===== src/rtl/inst_memory.sv =====
// Purpose: 16x8 writable instruction store; streams a program in over a valid/ready port while holding the core in reset.
// Latency: inst is a combinational read of mem[pc]; a byte accepted at edge N is readable from edge N+1 (once in RUN).
// Backpressure: none inside LOAD (load_ready stays high); load_ready is low in IDLE and RUN. Option macro: INST_MEM_BOOT_IMAGE_EN.
module inst_memory #(
  parameter int LOAD_LEN = 16
) (
  input  logic       clk_cpu,
  input  logic       reset,
  input  logic [3:0] pc,
  output logic [7:0] inst,
  input  logic       load_start,
  input  logic       load_valid,
  input  logic [7:0] load_data,
  output logic       load_ready,
  output logic       load_done,
  output logic       cpu_reset
);

  typedef enum logic [1:0] {
    IDLE = 2'd0,
    LOAD = 2'd1,
    RUN  = 2'd2
  } state_t;

  localparam logic [3:0] LAST_ADDR = 4'(LOAD_LEN - 1);

  state_t     state;
  logic [7:0] mem [16];
  logic [3:0] waddr;
  logic       accept;
  logic       last_accept;

  // load_start in the same cycle as a byte drops the byte
  assign accept      = (state == LOAD) && load_valid && load_ready && !load_start;
  assign last_accept = accept && (waddr == LAST_ADDR);

  // core only sees real instructions once released
  assign inst = (state == RUN) ? mem[pc] : 8'h00;

  // sequencing: state, write pointer and the registered handshake/reset outputs
  always_ff @(posedge clk_cpu or negedge reset) begin
    if (!reset) begin
      waddr      <= 4'd0;
      load_done  <= 1'b0;
      load_ready <= 1'b0;
`ifdef INST_MEM_BOOT_IMAGE_EN
      state      <= RUN;
      cpu_reset  <= 1'b1;
`else
      state      <= IDLE;
      cpu_reset  <= 1'b0;
`endif
    end else begin
      load_done <= 1'b0;
      case (state)
        IDLE: begin
          if (load_start) begin
            state      <= LOAD;
            waddr      <= 4'd0;
            load_ready <= 1'b1;
          end
        end
        LOAD: begin
          if (load_start) begin
            waddr <= 4'd0;
          end else if (last_accept) begin
            // terminal byte: leave LOAD without advancing so waddr never wraps
            state      <= RUN;
            load_ready <= 1'b0;
            load_done  <= 1'b1;
            cpu_reset  <= 1'b1;
          end else if (accept) begin
            waddr <= waddr + 4'd1;
          end
        end
        RUN: begin
          if (load_start) begin
            state      <= LOAD;
            waddr      <= 4'd0;
            load_ready <= 1'b1;
            cpu_reset  <= 1'b0;
          end
        end
        default: begin
          state      <= IDLE;
          waddr      <= 4'd0;
          load_ready <= 1'b0;
          cpu_reset  <= 1'b0;
        end
      endcase
    end
  end

  // storage: reset clears (or seeds the boot image); accepted bytes land at waddr
  always_ff @(posedge clk_cpu or negedge reset) begin
    if (!reset) begin
      for (int i = 0; i < 16; i++) begin
`ifdef INST_MEM_BOOT_IMAGE_EN
        mem[i] <= {4'h0, 4'(i)};
`else
        mem[i] <= 8'h00;
`endif
      end
    end else if (accept) begin
      mem[waddr] <= load_data;
    end
  end

endmodule


===== config.mk =====
export PLATFORM = sky130hd
export DESIGN_NAME = inst_memory
export DESIGN_NICKNAME = d
export VERILOG_FILES = /design/src/rtl/inst_memory.sv
export SDC_FILE = /design/constraint.sdc
export NUM_CORES = 1
export LEC_CHECK = 0
export BUFFER_PORTS_ARGS = -buffer_cell sky130_fd_sc_hd__buf_4
export CAP_MARGIN = 30
export CORE_MARGIN = 5
export CORE_UTILIZATION = 61
export CTS_CLUSTER_SIZE = 24
export DETAILED_ROUTE_END_ITERATION = 16
export PLACE_DENSITY = 0.79
export SETUP_SLACK_MARGIN = 0.05
export SYNTH_ARGS = -nofsm -noshare
export SYNTH_HDL_FRONTEND = slang
export SYNTH_SLANG_ARGS = --single-unit

===== constraint.sdc =====
create_clock -name clk_cpu -period 5.6 [get_ports clk_cpu]
set_input_delay 0 -clock clk_cpu [delete_from_list [all_inputs] [get_ports clk_cpu]]
set_output_delay 0 -clock clk_cpu [all_outputs]
set_load 0.02 [all_outputs]

# After elaboration in Yosys (flattened, before gate mapping)
# Index checks and enable logic that the tools add are counted.
dict set report word_totals {
  ff_bits 137
  input_bits 16
  output_inout_bits 11
  elab_cells 75
}
dict set report op_classes {
  addsub 1
  n_lt_le_gt_ge 3
  eq_ne 9
  n_mux 27
  bitwise_logic 3
  n_reduce_logical 11
}
# op count
set op_table {}
lappend op_table {{bitwise mux 128 bit} 1}
lappend op_table {{binary-select mux 8 bit (select 4 bit)} 1}
lappend op_table {{demux 8 bit (select 4 bit)} 1}
lappend op_table {{two-way mux 8 bit} 4}
lappend op_table {{two-way mux 4 bit} 4}
lappend op_table {{>= comparator 5 bit, second input constant} 2}
lappend op_table {{inverter 4 -> 5 bit} 2}
lappend op_table {{two-way mux 1 bit} 9}
lappend op_table {{one-hot mux 4 bit (2 select lines)} 1}
lappend op_table {{two-way mux 2 bit} 3}
lappend op_table {{!= test 2 bit, second input constant} 3}
lappend op_table {{!= test 3 bit, second input constant} 2}
lappend op_table {{AND reduction 3 bit} 2}
lappend op_table {{logical AND 1 bit} 5}
lappend op_table {{< comparator 5 x 1 -> 1 bit, second input constant} 1}
lappend op_table {{adder 4 x 1 -> 4 bit, second input constant} 1}
lappend op_table {{== test 4 bit, second input constant} 1}
lappend op_table {{one-hot mux 2 bit (2 select lines)} 1}
lappend op_table {{AND reduction 4 bit} 1}
lappend op_table {{one-hot mux 1 bit (3 select lines)} 1}
lappend op_table {{== test 2 x 1 -> 1 bit, second input constant} 1}
lappend op_table {{== test 2 bit, second input constant} 1}
lappend op_table {{logical NOT 2 bit} 1}
lappend op_table {{!= test 2 x 1 -> 1 bit, second input constant} 1}
lappend op_table {{other kinds (4)} 4}

# Depth between registers and ports, before layout
# Gate-level depths: netlist of run 1.
dict set report depth {
  ltp_word 8
  mapped_depth 7
}

# Worst setup path before layout of run 1
# Ideal clock, no wire load.
dict set report synth_path {
  path_type {flip-flop to flip-flop}
  from {reg load_ready}
  to {reg mem[39] (netlist name)}
  arrival_ns 1.700
  path_slack_ns 3.775
  path_stages_with_launch 7
  path_buffers 2
  synth_period_minus_slack_ns 1.825
  cell_sequence {dfrtp_1 clkbuf_1 nand2_1 nor3_1 and2_1 buf_2 mux2_2}
}
dict set report synth_via {
  elab_chain_len 2
}
# element line
set synth_rtl {}
lappend synth_rtl {{start: declaration} 14} ;# output logic load_ready,
lappend synth_rtl {{start signal: assignment} 45} ;# load_ready <= 1'b0;
lappend synth_rtl {{start signal: assignment} 60} ;# load_ready <= 1'b1;
lappend synth_rtl {{start signal: assignment} 69} ;# load_ready <= 1'b0;
lappend synth_rtl {{logical AND 1 bit (2 in a row)} 34} ;# assign accept = (state == LOAD) && load_valid && load_ready && !load_start;
lappend synth_rtl {{end signal: indexed assignment} 105} ;# mem[waddr] <= load_data;
lappend synth_rtl {{end: declaration} 28} ;# logic [7:0] mem [16];
# Every way passes these cells.
# A chain may end at the register's enable or synchronous reset.

# Worst setup path after layout of run 1
dict set report layout_path {
  from {reg state[0]}
  to {reg mem[33] (netlist name)}
}
dict set report layout_via {
  elab_chain_len 4
}
# element line
set layout_rtl {}
lappend layout_rtl {{start: declaration} 27} ;# state_t state;
lappend layout_rtl {{start signal: assignment} 50} ;# state <= IDLE;
lappend layout_rtl {{start signal: assignment} 58} ;# state <= LOAD;
lappend layout_rtl {{start signal: assignment} 68} ;# state <= RUN;
lappend layout_rtl {{== test 2 x 1 -> 1 bit} 34}
lappend layout_rtl {{logical AND 1 bit (3 in a row)} 34}
# Every way passes these cells.

==> results of run 1 <==
-- sequential cells by signal, summed over array words and instances (netlist names) --
register and cells:
cpu_reset 1, load_done 1, load_ready 1, mem 128
state 2, waddr 4
-- cell usage after synthesis (2+ instances only) --
library cell / n / share of area, %
sky130_fd_sc_hd__o21ai_0: 6 / 0.46
sky130_fd_sc_hd__mux2_2: 120 / 21
sky130_fd_sc_hd__buf_6: 2 / 0.35
sky130_fd_sc_hd__dfrtp_1: 137 / 53
sky130_fd_sc_hd__mux2_4: 8 / 1.8
sky130_fd_sc_hd__nand2_1: 19 / 1.1
sky130_fd_sc_hd__nor2b_1: 5 / 0.48
sky130_fd_sc_hd__ha_1: 4 / 0.77
sky130_fd_sc_hd__clkbuf_1: 14 / 0.81
sky130_fd_sc_hd__a31o_2: 3 / 0.40
sky130_fd_sc_hd__inv_1: 3 / 0.17
sky130_fd_sc_hd__a21oi_1: 2 / 0.15
sky130_fd_sc_hd__a22oi_1: 20 / 2.3
sky130_fd_sc_hd__nor3_2: 5 / 0.77
sky130_fd_sc_hd__mux2i_1: 47 / 7.2
sky130_fd_sc_hd__and2_1: 3 / 0.29
sky130_fd_sc_hd__nand2b_1: 2 / 0.19
sky130_fd_sc_hd__buf_2: 7 / 0.54
sky130_fd_sc_hd__and4_1: 2 / 0.27
sky130_fd_sc_hd__mux4_2: 11 / 3.8
sky130_fd_sc_hd__o22ai_1: 7 / 0.67
sky130_fd_sc_hd__nand3_1: 6 / 0.46
sky130_fd_sc_hd__buf_1: 2 / 0.12
sky130_fd_sc_hd__nor2_2: 3 / 0.29
sky130_fd_sc_hd__nor2_1: 5 / 0.29
sky130_fd_sc_hd__buf_4: 4 / 0.46
-- cells in the final DEF, fill, tap and decap left out, types with 2 or more instances in the layout --
| master | n |
|---|---|
| sky130_fd_sc_hd__mux2_2 | 120 |
| sky130_fd_sc_hd__a21oi_1 | 2 |
| sky130_fd_sc_hd__clkbuf_16 | 16 |
| sky130_fd_sc_hd__mux2i_1 | 47 |
| sky130_fd_sc_hd__o22ai_1 | 7 |
| sky130_fd_sc_hd__mux2_4 | 8 |
| sky130_fd_sc_hd__a22oi_1 | 20 |
| sky130_fd_sc_hd__nand2_1 | 19 |
| sky130_fd_sc_hd__nand3_1 | 6 |
| sky130_fd_sc_hd__clkinv_2 | 7 |
| sky130_fd_sc_hd__o21ai_0 | 6 |
| sky130_fd_sc_hd__and2_1 | 3 |
| sky130_fd_sc_hd__nand2b_1 | 2 |
| sky130_fd_sc_hd__nor2b_1 | 5 |
| sky130_fd_sc_hd__clkbuf_1 | 5 |
| sky130_fd_sc_hd__a31o_2 | 3 |
| sky130_fd_sc_hd__and4_1 | 2 |
| sky130_fd_sc_hd__nor3_2 | 5 |
| sky130_fd_sc_hd__ha_1 | 4 |
| sky130_fd_sc_hd__inv_1 | 3 |
| sky130_fd_sc_hd__nor2_1 | 5 |
| sky130_fd_sc_hd__dfrtp_1 | 137 |
| sky130_fd_sc_hd__bufinv_16 | 2 |
| sky130_fd_sc_hd__buf_4 | 27 |
| sky130_fd_sc_hd__mux4_2 | 11 |
| sky130_fd_sc_hd__buf_6 | 2 |
| sky130_fd_sc_hd__dlygate4sd3_1 | 11 |
| sky130_fd_sc_hd__nor2_2 | 3 |
-- cell type report --
| class | count | area, sq um | share of cell area, % |
|---|---|---|---|
| multi-input cells | 294 | 2920 | 39.4 |
| inverters | 4 | 15.0 | 0.203 |
| repair buffers | 40 | 335 | 4.53 |
| clock inverters | 10 | 103 | 1.39 |
| well taps | 136 | 170 | 2.30 |
| flip-flops and latches | 137 | 3430 | 46.3 |
| clock buffers | 22 | 433 | 5.85 |
-- metal layers --
layer  GRT usage [%]  vias up  share of wire, %
li1                -     1773                 -
met4            8.01        0               1.5
met3            5.40       21               6.1
met5               0        -                 0
met1            32.3     2103                44
met2            37.2      112                49
-- metrics by stage --
stage	std cells	cell area [sq um]	power, uW
floorplan	464	6510	1390
global placement	598	6740	1460
detailed placement	600	6750	1480
CTS	643	7400	2510
global route	643	7400	2600
finish	643	7400	2490
-- what timing repair did --
item / in CTS / in global routing
hold endpoints to repair: 206 / 0
buffers inserted: 0 / 0
hold buffers: 11 / 0
-- final timing paths --
check                           start  slack (ns)  depth (start not counted)   endpoint
setup / recovery             state[0]        3.10                          4    mem[33]
hold / removal                  reset        0.05                          2    mem[83]
setup reg to reg             state[0]        3.10                          4    mem[33]
hold reg to reg             cpu_reset        0.49                          2  cpu_reset
max in group asynchronous       reset        4.25                          3     mem[4]
min in group clk_cpu       load_start        0.24                          3   state[1]
-- report_power, final --
| part | switching [uW] | internal (uW) | leakage [uW] |
|---|---|---|---|
| sequential | 63.6 | 1100 | 0.00186 |
| clock | 394 | 627 | 0.000266 |
| combinational | 137 | 175 | 0.00147 |
-- cell families after synthesis --
family                   Yosys count  synth area share, %
buffers and inverters             33                 2.50
flip-flops                       137                 52.7
adder cells (fa/ha/maj)            4                0.769
multiplexers                     186                 33.7
AO/OA/AOI/OAI                     45                 4.90
AND/OR/NAND/NOR                   59                 5.48
==> load_flow_metrics.sql, run 1 <==
INSERT INTO impl_metrics (metric_group, metric, value, unit) VALUES
('power_and_ir_drop', 'leakage', '0.00360', 'uW'),
('sta', 'timing.final.crit_period', '2.50', 'ns'),
('synthesis', 'synth-warning-count', '0', ''),
('cts', 'clock_tree.buffer_depth', '2', ''),
('cts', 'clkSlewWorstSetupHoldPaths', '0.06', 'ns'),
('critical_path', 'critPathBufInv', '0', ''),
('sta', 'final_max_tran_viols', '0', ''),
('synthesis', 'share_of_synthesized_area_occupied_by_flip_flops_and_latches', '52.7', '%'),
('floorplan', 'num_rows', '37', ''),
('synthesis', 'syn_nets', '484', ''),
('layout', 'postLayoutCoreUtil', '71.4', '%'),
('synthesis', 'synthesis.area_per_instance', '14.0', 'sq um'),
('global_route', 'antenna_found_initial', '0', ''),
('sta', 'hold_viol_final', '0', ''),
('route', 'detailedRoute.firstIterationViolations', '198', ''),
('cts', 'tritoncts.num_buffers', '17', ''),
('critical_path', 'critPathMaxStageDelay', '0.56', 'ns'),
('route', 'drt-pass1-iter-count', '4', ''),
('critical_path', 'worstSetupStartpointType', 'flip-flop', ''),
('job', 'max_cap_check_violation_count', '0', ''),
('worst_hold_path', 'min-delay-path-class', 'input port to async pin', ''),
('global_route', 'grt_start_max_net_pins', '74', ''),
('layout', 'layout_cells_sized_above_1', '41.8', '%'),
('sta', 'fin_setup_tns', '0', 'ns'),
('layout', 'antenna_cells', '0', ''),
('route', 'route.detailed.vias_per_inst', '6.23', ''),
('layout', 'area_delta_synth_final', '13.7', '%'),
('place', 'io_buffer_count', '26', ''),
('cts', 'worst_skew_pair.late_latency', '0.53', 'ns'),
('global_route', 'globalRoute.totalOverflow', '0', ''),
('floorplan', 'core_area', '10400', 'sq um'),
('sta', 'final.period_utilization', '44.7', '%'),
('critical_path', 'crit_fanout', '12', ''),
('layout', 'n_fill_cell', '709', ''),
('sta', 'relative_slew_slack', '35.2', '%'),
('sta', 'max_clock_freq', '400', 'MHz'),
('power_and_ir_drop', 'vdd_drop_max', '0.292', 'mV'),
('sta', 'final.setup_skew', '0.00434', 'ns'),
('global_route', 'gr_util_all_layers', '23.5', '%'),
('synthesis', 'synth.distinct_cells', '43', ''),
('sta', 'rsz0062_at_grt', 'false', ''),
('critical_path', 'setup.worst_path.class', 'flip-flop to flip-flop', ''),
('floorplan', 'io-pin-count', '27', ''),
('cts', 'cts.root.buffer_cell', 'sky130_fd_sc_hd__clkbuf_8', ''),
('synthesis', 'async_reset_ff_share', '100', '%'),
('critical_path', 'critPathArrivalTime', '2.91', 'ns'),
('sta', 'count_of_endpoints_failing_setup_in_the_final_report', '0', ''),
('route', 'detail-route-antenna-nets', '0', ''),
('critical_path', 'endpoint_type_of_the_worst_setup_path', 'flip-flop', ''),
('critical_path', 'critical_path.cell_chain', 'nand4bb_1 > nor3_1 > and2_1 > mux2_2', ''),
('synthesis', 'synth_seq_cells', '137', ''),
('place', 'dp_slack', '3.17', 'ns'),
('synthesis', 'post_synth_edffs', '0', ''),
('cts', 'htree_num_levels', '4', ''),
('global_route', 'grt_first_pass_wirelength', '23100', 'microns'),
('cts', 'cts_resized', '0', ''),
('critical_path', 'crit_path_top_delay_cell', 'sky130_fd_sc_hd__nand4bb_1', ''),
('critical_path', 'critPathTopFamily', 'simple AND/OR/NAND/NOR gates', ''),
('cts', 'tritoncts_clock_tree', 'yes', ''),
('outcome', 'outcome', 'finished, final reports clean', ''),
('critical_path', 'cp.required', '6.01', 'ns'),
('floorplan', 'design.die.area', '12800', 'sq um'),
('floorplan', 'initial_core_util', '62.7', '%'),
('route', 'route.vias.total', '4009', ''),
('sta', 'final_hold_slack', '0.0534', 'ns'),
('sta', 'worstMarginPinSlew', '0.972', 'ns'),
('floorplan', 'die_w', '113', 'microns'),
('global_route', 'grt_pass1_vias', '4387', ''),
('place', 'hpwlAfterDp', '8960', 'microns'),
('synthesis', 'ys.flop_type', 'sky130_fd_sc_hd__dfrtp_1', ''),
('synthesis', 'mapped_cell_area', '6510', 'sq um'),
('floorplan', 'die_h', '113', 'microns'),
('power_and_ir_drop', 'cellPowerDensity', '337', 'nW/um^2'),
('place', 'gp_congestion', '0.905', ''),
('layout', 'final_net_count', '514', ''),
('route', 'post_drt_wl_per_cell', '21.5', 'microns'),
('cts', 'clkSinkCount', '137', ''),
('sta', 'finalWorstSetupSlack', '3.10', 'ns'),
('synthesis', 'syn_inst', '464', ''),
('route', 'remaining_drc_errors', '0', ''),
('route', 'routed_wl', '13800', 'microns');
Note: power is estimated with default switching activity, not from simulation.
==> run 2: changes to the inputs <==
ABC_AREA = 1   (was unset)
CORE_UTILIZATION = 56   (was 61)
PLACE_DENSITY = 0.76   (was 0.79)
clock period = 2.01 ns   (was 5.6 ns; I/O delays follow)
==> load_flow_metrics.sql, run 2 <==
INSERT INTO impl_metrics (metric_group, metric, value, unit) VALUES
('place', 'gp_congestion', '0.793', ''),
('cts', 'worst_skew_pair.late_latency', '0.43', 'ns'),
('synthesis', 'synth_xor_area_share', '0.129', '%'),
('layout', 'postLayoutCoreUtil', '63.3', '%'),
('route', 'remaining_drc_errors', '0', ''),
('synthesis', 'share_of_the_synthesized_area_in_compound_gates_ao_oa_aoi_oai', '11.1', '%'),
('route', 'detailedRoute.firstIterationViolations', '575', ''),
('critical_path', 'worstSetupStartpointType', 'flip-flop', ''),
('sta', 'final.period_utilization', '86.7', '%'),
('synthesis', 'synth.distinct_cells', '27', ''),
('layout', 'layout_cells_sized_above_1', '10.7', '%'),
('worst_hold_path', 'min-delay-path-class', 'input port to async pin', ''),
('layout', 'mostFrequentLayoutCell', 'sky130_fd_sc_hd__nand2_1', ''),
('sta', 'finalWorstSetupSlack', '0.267', 'ns'),
('route', 'post_drt_wl_per_cell', '16.5', 'microns'),
('cts', 'tritoncts.num_buffers', '17', ''),
('critical_path', 'setup.worst_path.class', 'flip-flop to output pin', ''),
('critical_path', 'crit_fanout', '2', ''),
('route', 'route.vias.total', '5703', ''),
('sta', 'hold_viol_final', '0', ''),
('place', 'hpwlAfterDp', '10600', 'microns'),
('floorplan', 'die_h', '120', 'microns'),
('synthesis', 'post_synth_edffs', '0', ''),
('sta', 'relative_slew_slack', '49.4', '%'),
('sta', 'final.setup_skew', '0.00551', 'ns'),
('cts', 'clock_tree.buffer_depth', '2', ''),
('layout', 'antenna_cells', '0', ''),
('synthesis', 'synthMuxAreaShare', '0', '%'),
('critical_path', 'worstSetupStartpoint', 'mem[77]', ''),
('synthesis', 'synth_common_cells', 'sky130_fd_sc_hd__nand2_1 (327), sky130_fd_sc_hd__dfrtp_1 (137), sky130_fd_sc_hd__inv_1 (86), sky130_fd_sc_hd__nand3_1 (83), sky130_fd_sc_hd__o21ai_0 (79)', ''),
('sta', 'final_max_tran_viols', '0', ''),
('power_and_ir_drop', 'sw_frac_of_total', '27.1', '%'),
('floorplan', 'io-pin-count', '27', ''),
('synthesis', 'async_reset_ff_share', '100', '%'),
('power_and_ir_drop', 'comb_power_share', '11.8', '%'),
('global_route', 'grt_pass1_vias', '5525', ''),
('floorplan', 'die_w', '120', 'microns'),
('synthesis', 'synth_top_cell_by_area', 'sky130_fd_sc_hd__dfrtp_1', ''),
('global_route', 'globalRoute.totalOverflow', '0', ''),
('global_route', 'grt_first_pass_wirelength', '28400', 'microns'),
('critical_path', 'critPathArrivalTime', '1.74', 'ns'),
('synthesis', 'synth_simple_gate_area_share', '28.9', '%'),
('route', 'detail-route-antenna-nets', '0', ''),
('layout', 'largest_register', 'mem', ''),
('synthesis', 'synth-warning-count', '0', ''),
('synthesis', 'synth_seq_cells', '137', ''),
('critical_path', 'reg2regPathDepth', '8', ''),
('floorplan', 'core_area', '12000', 'sq um'),
('power_and_ir_drop', 'clockPowerShare', '42.2', '%'),
('power_and_ir_drop', 'cell_internal_pwr', '4770', 'uW'),
('global_route', 'gr_util_all_layers', '25.6', '%'),
('sta', 'count_of_endpoints_failing_setup_in_the_final_report', '0', ''),
('cts', 'cts.root.buffer_cell', 'sky130_fd_sc_hd__clkbuf_16', ''),
('place', 'io_buffer_count', '26', ''),
('cts', 'htree_num_levels', '4', ''),
('synthesis', 'syn_nets', '890', ''),
('route', 'routed_wl', '17100', 'microns'),
('cts', 'cts_setup_buffers', '0', ''),
('layout', 'area_delta_synth_final', '11.3', '%'),
('outcome', 'outcome', 'finished, final reports clean', ''),
('global_route', 'antenna_found_initial', '0', ''),
('global_route', 'grt_start_max_net_pins', '57', ''),
('layout', 'final_cell_mix', 'sky130_fd_sc_hd__nand2_1 (327), sky130_fd_sc_hd__dfrtp_1 (137), sky130_fd_sc_hd__inv_1 (86)', ''),
('synthesis', 'syn_inst', '870', ''),
('route', 'drt-pass1-iter-count', '5', ''),
('synthesis', 'synthesis.area_per_instance', '7.81', 'sq um'),
('power_and_ir_drop', 'sequentialPowerShare', '46.0', '%'),
('power_and_ir_drop', 'net-switching-power', '1780', 'uW'),
('sta', 'worstMarginPinSlew', '0.758', 'ns'),
('synthesis', 'synth_adder_area_share', '0.736', '%'),
('synthesis', 'ys.flop_type', 'sky130_fd_sc_hd__dfrtp_1', ''),
('sta', 'max_clock_freq', '574', 'MHz'),
('sta', 'fin_setup_tns', '0', 'ns'),
('cts', 'clkSlewWorstSetupHoldPaths', '0.06', 'ns'),
('place', 'dp_slack', '0.385', 'ns'),
('route', 'route.detailed.vias_per_inst', '5.51', ''),
('job', 'max_cap_check_violation_count', '0', ''),
('critical_path', 'timing.rr.start', 'state[1]', ''),
('layout', 'final_net_count', '896', ''),
('critical_path', 'endpoint_type_of_the_worst_setup_path', 'output pin', ''),
('synthesis', 'mapped_cell_area', '6800', 'sq um'),
('critical_path', 'cp.required', '2.01', 'ns'),
('power_and_ir_drop', 'leakage', '0.00367', 'uW'),
('synthesis', 'share_of_synthesized_area_occupied_by_flip_flops_and_latches', '50.4', '%'),
('cts', 'clkSinkCount', '137', ''),
('synthesis', 'synth_top_family_by_area', 'simple AND/OR/NAND/NOR gates', ''),
('sta', 'timing.final.crit_period', '1.74', 'ns'),
('synthesis', 'yosys.cell_count.top_type', 'sky130_fd_sc_hd__nand2_1', ''),
('sta', 'rsz0062_at_grt', 'false', ''),
('synthesis', 'synth_top_area_share', '50.4', '%'),
('floorplan', 'design.die.area', '14400', 'sq um'),
('synthesis', 'synthTopCellsByArea', 'sky130_fd_sc_hd__dfrtp_1 (50%), sky130_fd_sc_hd__nand2_1 (18%), sky130_fd_sc_hd__nand3_1 (6.1%), sky130_fd_sc_hd__o21ai_0 (5.8%), sky130_fd_sc_hd__inv_1 (4.7%)', ''),
('cts', 'tritoncts_clock_tree', 'yes', ''),
('floorplan', 'num_rows', '40', ''),
('power_and_ir_drop', 'vdd_drop_max', '0.641', 'mV'),
('floorplan', 'initial_core_util', '56.8', '%'),
('power_and_ir_drop', 'cellPowerDensity', '865', 'nW/um^2'),
('layout', 'biggest_registers_after_layout', 'mem: 128 flops, waddr: 4 flops, state: 2 flops', ''),
('layout', 'max_ffs_per_register', '128', '');
## run 2: cell types whose count changed after synthesis, moves of 8 or more
cell	before	now
sky130_fd_sc_hd__nand3_1	6	83
sky130_fd_sc_hd__mux2i_1	47	0
sky130_fd_sc_hd__inv_1	3	86
sky130_fd_sc_hd__o21ai_1	0	54
sky130_fd_sc_hd__mux2_2	120	0
sky130_fd_sc_hd__mux4_2	11	0
sky130_fd_sc_hd__a21oi_1	2	14
sky130_fd_sc_hd__a22oi_1	20	0
sky130_fd_sc_hd__o21ai_0	6	79
sky130_fd_sc_hd__nand2_1	19	327
sky130_fd_sc_hd__clkbuf_1	14	27
sky130_fd_sc_hd__mux2_4	8	0
## run 2: worst paths after layout
kind / end / slack, ns
worst max-delay path: inst[5] / 0.27
max in group asynchronous: mem[8] / 1.19
worst min register to register: mem[102] / 0.48
worst max register to register: mem[38] / 0.35
min in group clk_cpu: mem[44] / 0.15
worst min-delay path: mem[66] / 0.09
## run 2: power by group through the flow
| stage | clock network, uW | logic, uW | registers (uW) |
|---|---|---|---|
| finish | 2760 | 771 | 3010 |
| global route | 2940 | 876 | 3030 |
| CTS | 2790 | 775 | 3010 |
| detailed placement | 0 | 764 | 3050 |
| global placement | 0 | 746 | 3050 |
| floorplan | 0 | 508 | 3050 |
## run 2: through the flow
stage / std cells / power (uW) / hold WS [ns] / instance area, sq um
6_report: 1035 / 6550 / 0.0933 / 7570
5_1_grt: 1035 / 6840 / 0.144 / 7570
4_1_cts: 1035 / 6580 / 0.116 / 7570
2_1_floorplan: 870 / 3550 / -0.296 / 6800
3_3_place_gp: 1002 / 3800 / -0.0103 / 7030
3_5_place_dp: 1002 / 3820 / -0.00939 / 7030
## run 2: logic make-up (layout without fill, tap and decap cells)
kind of cell             after synthesis  count (layout)
buffers and inverters                141             159
AND/OR/NAND/NOR                      438             438
XOR/XNOR                               1               1
flip-flops                           137             137
AO/OA/AOI/OAI                        149             149
adder cells (fa/ha/maj)                4               4
## run 2: per-layer routing
| layer | share of wire [%] | global-route usage (%) | vias up |
|---|---|---|---|
| li1 | - | - | 2773 |
| met1 | 44 | 33.9 | 2713 |
| met2 | 47 | 39.7 | 185 |
| met3 | 7.1 | 7.44 | 32 |
| met4 | 2.3 | 10.3 | 0 |
| met5 | 0 | 0 | - |
## run 2: layout make-up
type                       count  area, sq um
inverter                      91          343
timing repair buffer          37          324
sequential                   137         3430
fill                        1041         4390
clock buffer                  21          460
tap                          147          184
clock inverter                10         53.8
multi-input combinational    592         2780
## run 2: what timing repair did
action	CTS	global route
hold buffers	2	0
hold endpoints to repair	98	0
endpoints found under the setup margin	0	0
gates resized for setup	0	0
## run 2: worst max-delay path: stages (launching register included)
cell	delay (ns)
sky130_fd_sc_hd__dfrtp_1	0.36
sky130_fd_sc_hd__inv_1	0.06
sky130_fd_sc_hd__nand2_1	0.09
sky130_fd_sc_hd__nand3_1	0.07
sky130_fd_sc_hd__nand3_1	0.11
sky130_fd_sc_hd__nand3_1	0.15
sky130_fd_sc_hd__a21oi_1	0.27
sky130_fd_sc_hd__buf_4	0.20
==> run 3: changes to the inputs <==
ABC_AREA = unset   (was 1)
==> load_flow_metrics.sql, run 3 (synthesized netlist as in run 1, its figures left out) <==
INSERT INTO impl_metrics (metric_group, metric, value, unit) VALUES
('outcome', 'outcome', 'finished, final reports clean', ''),
('critical_path', 'setup.worst_path.class', 'flip-flop to flip-flop', ''),
('cts', 'cts.root.buffer_cell', 'sky130_fd_sc_hd__clkbuf_16', ''),
('global_route', 'grt_start_max_net_pins', '64', ''),
('global_route', 'gr_util_all_layers', '21.2', '%'),
('power_and_ir_drop', 'net-switching-power', '1760', 'uW'),
('sta', 'fin_setup_tns', '0', 'ns'),
('sta', 'final.period_utilization', '93.3', '%'),
('layout', 'final_cell_mix', 'sky130_fd_sc_hd__dfrtp_1 (136), sky130_fd_sc_hd__mux2_2 (120), sky130_fd_sc_hd__mux2i_1 (47)', ''),
('critical_path', 'crit_fanout', '8', ''),
('sta', 'relative_slew_slack', '34.4', '%'),
('cts', 'clkSlewWorstSetupHoldPaths', '0.06', 'ns'),
('floorplan', 'initial_core_util', '57.0', '%'),
('sta', 'timing.final.crit_period', '1.88', 'ns'),
('floorplan', 'core_area', '11400', 'sq um'),
('layout', 'max_ffs_per_register', '128', ''),
('sta', 'final_max_tran_viols', '0', ''),
('layout', 'non_filler_cells_final', '669', ''),
('place', 'io_buffer_count', '26', ''),
('power_and_ir_drop', 'leakage', '0.00375', 'uW'),
('job', 'max_cap_check_violation_count', '0', ''),
('worst_hold_path', 'min-delay-path-class', 'input port to async pin', ''),
('route', 'detailedRoute.firstIterationViolations', '240', ''),
('global_route', 'globalRoute.totalOverflow', '0', ''),
('power_and_ir_drop', 'sequentialPowerShare', '43.2', '%'),
('critical_path', 'reg2regPathDepth', '3', ''),
('sta', 'max_clock_freq', '533', 'MHz'),
('power_and_ir_drop', 'sw_frac_of_total', '23.5', '%'),
('critical_path', 'critPathArrivalTime', '2.17', 'ns'),
('layout', 'mostFrequentLayoutCell', 'sky130_fd_sc_hd__dfrtp_1', ''),
('floorplan', 'die_w', '118', 'microns'),
('sta', 'count_of_endpoints_failing_setup_in_the_final_report', '0', ''),
('place', 'placed_cells', '626', ''),
('route', 'route.detailed.vias_per_inst', '6.06', ''),
('floorplan', 'design.die.area', '13900', 'sq um'),
('route', 'post_drt_wl_per_cell', '21.1', 'microns'),
('cts', 'worst_skew_pair.late_latency', '0.41', 'ns'),
('layout', 'antenna_cells', '0', ''),
('route', 'route.vias.total', '4054', ''),
('route', 'drt-pass1-iter-count', '4', ''),
('layout', 'area_delta_synth_final', '18.9', '%'),
('route', 'routed_wl', '14100', 'microns'),
('sta', 'worstMarginPinSlew', '0.982', 'ns'),
('global_route', 'grt_pass1_vias', '4262', ''),
('layout', 'largest_register', 'mem', ''),
('sta', 'rsz0062_at_grt', 'true', ''),
('sta', 'hold_viol_final', '0', ''),
('global_route', 'grt_first_pass_wirelength', '23200', 'microns'),
('cts', 'tritoncts.num_buffers', '17', ''),
('route', 'remaining_drc_errors', '0', ''),
('critical_path', 'endpoint_type_of_the_worst_setup_path', 'flip-flop', ''),
('critical_path', 'cp.required', '2.30', 'ns'),
('cts', 'clkSinkCount', '137', ''),
('place', 'gp_congestion', '0.807', ''),
('cts', 'tritoncts_clock_tree', 'yes', ''),
('floorplan', 'die_h', '118', 'microns'),
('sta', 'final.setup_skew', '0.00482', 'ns'),
('cts', 'clock_tree.buffer_depth', '2', ''),
('critical_path', 'worstSetupStartpointType', 'flip-flop', ''),
('power_and_ir_drop', 'cellPowerDensity', '966', 'nW/um^2'),
('global_route', 'antenna_found_initial', '0', ''),
('power_and_ir_drop', 'clockPowerShare', '44.6', '%'),
('layout', 'final_net_count', '533', ''),
('layout', 'biggest_registers_after_layout', 'mem: 128 flops, waddr: 4 flops, state: 2 flops', ''),
('layout', 'n_fill_cell', '819', ''),
('power_and_ir_drop', 'comb_power_share', '12.1', '%'),
('cts', 'htree_num_levels', '4', ''),
('route', 'detail-route-antenna-nets', '0', ''),
('sta', 'finalWorstSetupSlack', '0.134', 'ns'),
('layout', 'layout_cells_sized_above_1', '46.0', '%'),
('floorplan', 'num_rows', '39', ''),
('power_and_ir_drop', 'vdd_drop_max', '0.554', 'mV'),
('place', 'hpwlAfterDp', '9130', 'microns'),
('place', 'dp_slack', '0.0740', 'ns'),
('power_and_ir_drop', 'cell_internal_pwr', '5710', 'uW'),
('floorplan', 'io-pin-count', '27', '');
-- run 3: power groups by stage --
| stage | combinational (uW) | clock, uW | sequential, uW |
|---|---|---|---|
| final | 906 | 3330 | 3230 |
| after global routing | 989 | 3510 | 3260 |
| after CTS | 908 | 3380 | 3220 |
| after detailed placement | 881 | 0 | 3270 |
| after global placement | 847 | 0 | 3250 |
| after floorplan | 656 | 0 | 3200 |
-- run 3: worst paths after layout --
check	start	to	slack (ns)
min in group clk_cpu	load_start	state[1]	0.36
max in group asynchronous	reset	load_ready	1.18
worst max register to register	state[1]	mem[127]	0.13
worst min register to register	cpu_reset	cpu_reset	0.49
worst max-delay path	state[1]	mem[127]	0.13
worst min-delay path	reset	mem[77]	0.11
-- run 3: per-stage QoR --
stage               util, %  power, uW  instance area, sq um  hold WS, ns
global route           67.8       7760                  7740        0.159
finish                 67.8       7470                  7740        0.107
floorplan                 -       3860                  6510       -0.296
global placement       60.9       4100                  6950      -0.0218
CTS                    67.6       7510                  7710        0.119
detailed placement     60.9       4150                  6950      -0.0191
-- run 3: final cells by class --
class	count	area, sq um	share of cell area (%)
clock buffer	19	453	5.85
clock inverter	13	194	2.51
inverter	4	17.5	0.226
multi-input combinational	294	2940	38.0
sequential	137	3430	44.3
tap	143	179	2.31
timing repair buffer	59	528	6.82
-- run 3: critical path: stages, from the launching register on --
cell                        delay (ns)
sky130_fd_sc_hd__dfrtp_1          0.44
sky130_fd_sc_hd__nand4bb_2        0.32
sky130_fd_sc_hd__or4_4            0.65
sky130_fd_sc_hd__mux2_4           0.34
-- run 3: repair_timing --
action                                  in CTS  in global routing
resized for setup                            2                  7
buffers inserted                             0                  0
hold buffers                                11                  0
endpoints found under the setup margin       2                 52
endpoints found under the hold margin      178                  0
pin swaps                                    0                  0
-- run 3: routing by layer --
layer / GRT usage (%) / vias up / share of wire [%] / wire length, microns
li1: - / 1816 / - / -
met3: 5.77 / 22 / 4.6 / 650
met5: 0 / - / 0 / 0
met1: 27.9 / 2121 / 44 / 6160
met2: 34.6 / 95 / 50 / 7080
met4: 6.38 / 0 / 1.7 / 235
